==> src/rtl/bcd_conv_sched.sv <==
// bcd_conv_sched: one shared shift-add-3 binary-to-BCD engine serving two
// requesters through a round-robin scheduler. One operand bit is converted
// per clock; the four result digits are published together with a one-cycle
// done pulse tagged with the requester ID.
module bcd_conv_sched #(
   parameter int WIDTH = 13
) (
   input  logic             clk_i,
   input  logic             rst_i,
   input  logic [1:0]       req_valid_i,
   input  logic [WIDTH-1:0] num0_i,
   input  logic [WIDTH-1:0] num1_i,
   output logic [1:0]       req_ready_o,
   output logic             busy_o,
   output logic             done_o,
   output logic             done_id_o,
   output logic [3:0]       thousands_o,
   output logic [3:0]       hundreds_o,
   output logic [3:0]       tens_o,
   output logic [3:0]       ones_o
);

   // Counter must hold the value WIDTH itself.
   localparam int CW = $clog2(WIDTH + 1);

   typedef enum logic [1:0] {
      ST_IDLE  = 2'd0,
      ST_SHIFT = 2'd1,
      ST_DONE  = 2'd2
   } state_t;

   // Shift-add-3 correction: a digit of 5 or more would overflow past 9 when
   // doubled, so pre-add 3 to carry it into the next digit instead.
   function automatic logic [3:0] add3_digit(input logic [3:0] dig);
      logic [3:0] res;
      if (dig >= 4'd5) begin
         res = dig + 4'd3;
      end else begin
         res = dig;
      end
      return res;
   endfunction

   // Shift the digit chain left by one, feeding the operand MSB into ones[0].
   // The thousands MSB is never set for operands up to 13 bits and drops out.
   function automatic logic [15:0] shift_chain(input logic [15:0] digs,
                                               input logic        msb);
      return {digs[14:0], msb};
   endfunction

   state_t           state_q, state_d;
   logic             last_id_q, last_id_d;
   logic             grant_id_q, grant_id_d;
   logic [WIDTH-1:0] op_q, op_d;
   logic [15:0]      work_q, work_d;
   logic [CW-1:0]    cnt_q, cnt_d;
   logic             done_q, done_d;
   logic             done_id_q, done_id_d;
   logic [15:0]      res_q, res_d;

   logic             grant_valid_s;
   logic             grant_sel_s;
   logic [15:0]      adj_s;
   logic [15:0]      chain_s;

   assign adj_s   = {add3_digit(work_q[15:12]), add3_digit(work_q[11:8]),
                     add3_digit(work_q[7:4]),   add3_digit(work_q[3:0])};
   assign chain_s = shift_chain(adj_s, op_q[WIDTH-1]);

   // Arbitration: single requester wins outright, a tie goes to whoever was
   // not served last. Only meaningful while idle.
   always_comb begin
      grant_valid_s = 1'b0;
      grant_sel_s   = 1'b0;
      if (state_q == ST_IDLE) begin
         case (req_valid_i)
            2'b01: begin
               grant_valid_s = 1'b1;
               grant_sel_s   = 1'b0;
            end
            2'b10: begin
               grant_valid_s = 1'b1;
               grant_sel_s   = 1'b1;
            end
            2'b11: begin
               grant_valid_s = 1'b1;
               grant_sel_s   = ~last_id_q;
            end
            default: begin
               grant_valid_s = 1'b0;
               grant_sel_s   = 1'b0;
            end
         endcase
      end else begin
         grant_valid_s = 1'b0;
      end
   end

   // Next-state logic for the conversion FSM and its datapath.
   always_comb begin
      state_d    = state_q;
      last_id_d  = last_id_q;
      grant_id_d = grant_id_q;
      op_d       = op_q;
      work_d     = work_q;
      cnt_d      = cnt_q;
      done_d     = 1'b0;
      done_id_d  = done_id_q;
      res_d      = res_q;
      case (state_q)
         ST_IDLE: begin
            if (grant_valid_s) begin
               op_d       = grant_sel_s ? num1_i : num0_i;
               work_d     = 16'h0000;
               cnt_d      = CW'(WIDTH);
               last_id_d  = grant_sel_s;
               grant_id_d = grant_sel_s;
               state_d    = ST_SHIFT;
            end else begin
               state_d = ST_IDLE;
            end
         end
         ST_SHIFT: begin
            work_d = chain_s;
            op_d   = op_q << 1;
            cnt_d  = cnt_q - CW'(1);
            // Publish on entry to DONE so the digits and done pulse coincide
            // with the DONE cycle.
            if (cnt_q == CW'(1)) begin
               state_d   = ST_DONE;
               res_d     = chain_s;
               done_d    = 1'b1;
               done_id_d = grant_id_q;
            end else begin
               state_d = ST_SHIFT;
            end
         end
         ST_DONE: begin
            state_d = ST_IDLE;
         end
         default: begin
            state_d = ST_IDLE;
         end
      endcase
   end

   // State and datapath registers with synchronous reset.
   always_ff @(posedge clk_i) begin
      if (rst_i) begin
         state_q    <= ST_IDLE;
         last_id_q  <= 1'b1;
         grant_id_q <= 1'b0;
         op_q       <= {WIDTH{1'b0}};
         work_q     <= 16'h0000;
         cnt_q      <= {CW{1'b0}};
         done_q     <= 1'b0;
         done_id_q  <= 1'b0;
         res_q      <= 16'h0000;
      end else begin
         state_q    <= state_d;
         last_id_q  <= last_id_d;
         grant_id_q <= grant_id_d;
         op_q       <= op_d;
         work_q     <= work_d;
         cnt_q      <= cnt_d;
         done_q     <= done_d;
         done_id_q  <= done_id_d;
         res_q      <= res_d;
      end
   end

   assign req_ready_o = grant_valid_s ? (grant_sel_s ? 2'b10 : 2'b01) : 2'b00;
   assign busy_o      = (state_q == ST_SHIFT) || (state_q == ST_DONE);
   assign done_o      = done_q;
   assign done_id_o   = done_id_q;
   assign thousands_o = res_q[15:12];
   assign hundreds_o  = res_q[11:8];
   assign tens_o      = res_q[7:4];
   assign ones_o      = res_q[3:0];

endmodule

==> config.mk <==
export PLATFORM = sky130hd
export DESIGN_NAME = bcd_conv_sched
export DESIGN_NICKNAME = d
export VERILOG_FILES = /design/src/rtl/bcd_conv_sched.sv
export SDC_FILE = /design/constraint.sdc
export NUM_CORES = 1
export LEC_CHECK = 0
export ABC_CLOCK_PERIOD_IN_PS = 2300
export CAP_MARGIN = 0
export CORE_ASPECT_RATIO = 1.5
export CORE_MARGIN = 1.5
export CORE_UTILIZATION = 51
export CTS_CLUSTER_DIAMETER = 30
export DETAILED_ROUTE_END_ITERATION = 16
export PLACE_DENSITY = 0.77
export SLEW_MARGIN = 20
export SYNTH_ARGS = -nofsm -noshare
export SYNTH_HDL_FRONTEND = slang
export SYNTH_SLANG_ARGS = --single-unit
==> constraint.sdc <==
create_clock -name clk_i -period 2.3 [get_ports clk_i]
set_clock_uncertainty 0.1 [all_clocks]
set_input_delay 0.46 -clock clk_i [delete_from_list [all_inputs] [get_ports clk_i]]
set_output_delay 0.46 -clock clk_i [all_outputs]
set_load 0.05 [all_outputs]
# [Word level (Yosys, flattened, before mapping)]
# Index checks and enable logic that the tools add are counted.
[totals] input_bits=30 regBits=55 word_cells=56
[op_classes] order_cmp=4 eq_ne=7 bitwise_logic=2 reduce_logical=8 mux=21 n_addsub=5
[op_table] operator="16-bit one-hot mux with 2 select lines" count=1
[op_table] operator="13-bit two-way mux" count=2
[op_table] operator="13-bit one-hot mux with 2 select lines" count=1
[op_table] operator="4-bit by 3-bit >= comparator with 1-bit output, second input constant" count=4
[op_table] operator="16-bit two-way mux" count=1
[op_table] operator="4-bit two-way mux" count=4
[op_table] operator="4-bit by 2-bit adder with 4-bit output, second input constant" count=3
[op_table] operator="4-bit one-hot mux with 2 select lines" count=1
[op_table] operator="2-bit equality test, second input constant" count=3
[op_table] operator="2-bit two-way mux" count=3
[op_table] operator="2-bit AND reduction" count=3
[op_table] operator="1-bit two-way mux" count=5
[op_table] operator="2-bit by 1-bit equality test with 1-bit output, second input constant" count=2
[op_table] operator="4-bit by 1-bit equality test with 1-bit output, second input constant" count=1
[op_table] operator="2-bit one-hot mux with 2 select lines" count=1
[op_table] operator="4-bit by 1-bit subtractor with 4-bit output, second input constant" count=1
[op_table] operator="3-bit by 2-bit adder with 3-bit output, second input constant" count=1
[op_table] operator="3-bit two-way mux" count=1
[op_table] operator="3-bit OR reduction" count=1
[op_table] operator="2-bit logical NOT" count=1
[op_table] operator="2-bit inequality test, second input constant" count=1
[op_table] operator="1-bit inverter" count=2
[op_table] operator="1-bit one-hot mux with 2 select lines" count=1
[op_table] operator="2-bit nonzero test" count=1
[op_table] operator="2 further kinds" count=2

# [Longest topological paths before layout]
# Gate-level depths: netlist (run 1).
[depth] word_depth=6 mapped_depth=8

# [Least setup slack after synthesis (run 1)]
# OpenSTA, ideal clock, no wires.
[synth_timing] path_type="register to output" start="register state_q[0]" end="output req_ready_o[0]" required_ps=1740 t_arrival_ps=1821 path_stages_with_launch=6 setup_slack_ps=-81 path_buffers=0 cell_sequence="dfxtp_1 > inv_1 > ha_1 > nand3_1 > inv_1 > nor2_1"
[synth_between] elab_chain_cells=4 word_cells_on_any_way=5
[synth_rtl] item="from (decl)" line="51" source="state_t state_q, state_d;"
[synth_rtl] item="from (signal assigned)" line="160" source="state_q <= state_d;"
[synth_rtl] item="2-bit logical NOT (*)" line="75" source="if (state_q == ST_IDLE) begin"
[synth_rtl] item="1-bit two-way mux" line="75"
[synth_rtl] item="2-bit two-way mux" line="172" source="assign req_ready_o = grant_valid_s ? (grant_sel_s ? 2'b10 : 2'b01) : 2'b00;"
[synth_rtl] item="2-bit two-way mux (*)" line="172"
[synth_rtl] item="to (decl)" line="13" source="output logic [1:0] req_ready_o,"
# Mark *: on every way between the ends. The rest lies on a longest branch, timed or not.

# [Worst setup path after layout (run 1)]
[layout_timing] start="input req_valid_i[0]" end="output req_ready_o[0]"
[layout_between] elab_chain_cells=5 word_cells_on_any_way=10
[layout_rtl] item="from (decl)" line="10" source="input logic [1:0] req_valid_i,"
[layout_rtl] item="2-bit equality test / 2-bit by 1-bit equality test with 1-bit output (equally long branches)" line="76" source="case (req_valid_i)"
[layout_rtl] item="1-bit one-hot mux with 2 select lines / 3-bit OR reduction (equally long branches)"
[layout_rtl] item="1-bit two-way mux, on equally long branches" line="75, 76"
[layout_rtl] item="2-bit two-way mux / 1-bit two-way mux (equally long branches)" line="172, 75"
[layout_rtl] item="2-bit two-way mux (*)" line="172"
# Marks and branches as above.

==> impl_metrics.py, run 1 <==
metrics = {
    "floorplan": {
        "boundaryPins": 51,
        "start_util_pct": 52.7,
        "num_rows": 31,
        "die_h_um": 89.0,
        "die_area_um2": 5370,
        "core_area_um2": 4770,
        "dieWidth_um": 60.3,
    },
    "global_route": {
        "grt_first_pass_wirelength_um": 9380,
        "grt_pass1_vias": 2140,
        "grt_max_degree": 20,
        "grt_overflow": 0,
        "antenna_found_initial": 0,
        "grt_usage_pct": 23.5,
    },
    "logic_synthesis": {
        "synth_xor_area_share_pct": 2.09,
        "synth.avg_cell_area_um2": 9.25,
        "synthAdderAreaFrac_pct": 5.97,
        "yosysTopAreaCellShare_pct": 43.8,
        "synth_top_flop_cell": "dfxtp_1",
        "yosysTopAreaCell": "dfxtp_1",
        "synth.top_cells.by_area": "dfxtp_1 (44%), mux2i_1 (6.8%), ha_1 (6.0%)",
        "synth-seq-area-share_pct": 43.8,
        "synthesis.nets": 314,
        "yosys-top-cells-count": "dfxtp_1 (55), o21ai_0 (27), nand2_1 (22), mux2i_1 (17), inv_1 (15)",
        "synth-async-reset-ratio_pct": 0,
        "ys_ff_latch": 55,
        "ys_types": 35,
        "synth_compound_area_share_pct": 20.7,
        "synth_simple_gate_area_share_pct": 15.4,
        "netlist_area_um2": 2510,
        "synth_edf_count": 0,
        "synth_top_family_by_area": "compound AO/OA/AOI/OAI gates",
        "yosys_warnings": 0,
        "syn_inst": 272,
        "synthMuxAreaShare_pct": 7.21,
        "synth.most_common_cell": "dfxtp_1",
    },
    "pwr": {
        "powerDensity_nw_per_um2": 702,
        "cellInternalPower_uw": 1680,
        "comb_power_share_pct": 21.5,
        "clockPowerShare_pct": 32.5,
        "p_seq_share_pct": 45.9,
        "power.leakage_uw": 0.00134,
        "p_sw_share_pct": 27.7,
        "power.switching_uw": 644,
        "ir_drop_uv": 571,
    },
    "timing": {
        "fin_hold_ws_ps": 358,
        "setup_slack_ps": 112,
        "rsz0062_at_grt": "false",
        "timing.slew.headroom_pct": 52.1,
        "final-hold-violation-count": 0,
        "min_period_over_period_pct": 95.1,
        "slew_violations": 0,
        "period_minus_slack_ps": 2190,
        "tightest_slew_ps": 717,
        "fmax_mhz": 457,
        "finalSetupViolCount": 0,
        "finalSetupTns_ps": 0,
    },
    "setup_path": {
        "cp_max_fo": 3,
        "worstPathArrival_ps": 1630,
        "setup.worst_path.class": "input port to output pin",
        "worstSetupEndpointType": "output pin",
        "crit_required_ps": 1740,
        "worstSetupStartpointType": "input port",
    },
    "clock_tree": {
        "clock_sinks": 55,
        "post-cts-setup-buffers": 0,
        "htreeDepth": 2,
        "cts_hold_buf": 0,
        "cts_tree": "done",
        "cts_buffer_depth": 2,
        "clk_pin_slew_worst_paths_ps": 100,
        "clk_latency_ps": 310,
        "cts-buffers-inserted": 5,
        "root_buffer": "clkbuf_8",
    },
    "placement": {
        "finalWeightedCongestion": 0.830,
        "place_hpwl_um": 4170,
        "io_buffer_count": 50,
        "dp_slack_ps": -81.7,
        "placed_area_um2": 3160,
    },
    "drt": {
        "viasPerCell": 5.38,
        "route.vias.total": 2131,
        "drtIter0Drc": 92,
        "first_pass_iters": 5,
        "wl_per_cell_um": 14.0,
        "ant_nets": 0,
        "drc": 0,
        "drt-total-wl_um": 5540,
    },
    "finish": {
        "area_growth_pct": 31.4,
        "final_nets": 371,
        "antenna-diode-count": 0,
        "utilization_pct": 69.3,
        "stdcell_area_um2": 3310,
        "layout-drive-gt1-share_pct": 9.09,
        "n_fill_cell": 395,
    },
    "worst_hold_path": {
        "hold_class": "flop to flop",
    },
    "outcome": {
        "status": "finished clean",
    },
    "flow_run": {
        "drv_cap": 0,
    },
}
critical path: stages:
cell	delay [ps]
clkdlybuf4s50_1	480
buf_4	120
nand2_1	50
nand3_1	100
inv_1	110
nor2_2	170
buf_12	150
power by group through the flow:
stage          registers, µW  logic, µW  clock network (µW)
3_5_place_dp            1090        498                   0
4_1_cts                 1070        499                 763
6_report                1070        500                 754
3_3_place_gp            1080        490                   0
2_1_floorplan           1120        271                   0
5_1_grt                 1070        547                 804
flip-flops by register name (all words and copies together), names as in the netlist:
register    cells
cnt_q           4
done_id_o       1
done_o          1
grant_id_q      1
last_id_q       1
op_q           13
res_q          16
state_q         2
work_q         16
final cells by class:
class | count | area, µm² | area share, %
Tap cell | 66 | 82.6 | 2.50
Inverter | 15 | 56.3 | 1.70
Timing Repair Buffer | 63 | 628 | 19.0
Clock inverter | 3 | 67.6 | 2.04
Sequential cell | 55 | 1100 | 33.3
Clock buffer | 5 | 68.8 | 2.08
Multi-Input combinational cell | 189 | 1300 | 39.4
layer usage:
layer	share of wire (%)	global-route usage (%)
met4	2.2	11.9
met3	3.9	4.92
met2	54	41.8
met5	0	0
met1	40	25.7
cell families (layout without fill, tap and decap cells):
group / Yosys count / in the layout
AOI/OAI and AO/OA: 80 / 80
xor gates and xnor gates: 6 / 6
adders and majority gates: 12 / 12
buffers and inverters: 28 / 86
DFF: 55 / 55
muxes: 18 / 18
and+or+nand+nor: 73 / 73
cell usage in the layout (no fill, tap or decap), types with 13 or more instances in the layout:
master and count:
a21oi_1 13, buf_4 13, clkdlybuf4s50_1 47, dfxtp_1 55
inv_1 15, mux2i_1 17, nand2_1 22, nor2_1 13
nor3b_1 13, o21ai_0 27
per-stage QoR:
step,cells,power (µW)
after floorplan,272,1390
after global placement,388,1570
after detailed placement,388,1580
after CTS,396,2330
after global routing,396,2430
final,396,2320
path summary, 6_finish.rpt:
kind | from | cells past startpoint | end | slack (ps)
max | req_valid_i[0] | 7 | req_ready_o[0] | 110
min | grant_id_q$_SDFFE_PP0N_ | 2 | done_id_o$_SDFFE_PP0P_ | 360
max reg2reg | state_q[0]$_SDFF_PP0_ | 8 | cnt_q[0]$_SDFFE_PP0P_ | 340
min reg2reg | grant_id_q$_SDFFE_PP0N_ | 2 | done_id_o$_SDFFE_PP0P_ | 360
timing repair:
action / in CTS / in global routing
hold endpoints to repair: 0 / 0
gates resized for setup: 0 / 1
endpoints found under the setup margin: 0 / 4
(Power assumes the default switching activity.)
==> run 2: changes to the inputs <==
--- a/config.mk
+++ b/config.mk
@@ -13,7 +13,6 @@
 export CTS_CLUSTER_DIAMETER = 30
 export DETAILED_ROUTE_END_ITERATION = 16
 export PLACE_DENSITY = 0.77
-export SLEW_MARGIN = 20
 export SYNTH_ARGS = -nofsm -noshare
 export SYNTH_HDL_FRONTEND = slang
 export SYNTH_SLANG_ARGS = --single-unit
==> results of run 2 <==
No change in the layout: final DEF, timing and power equal those of run 1.
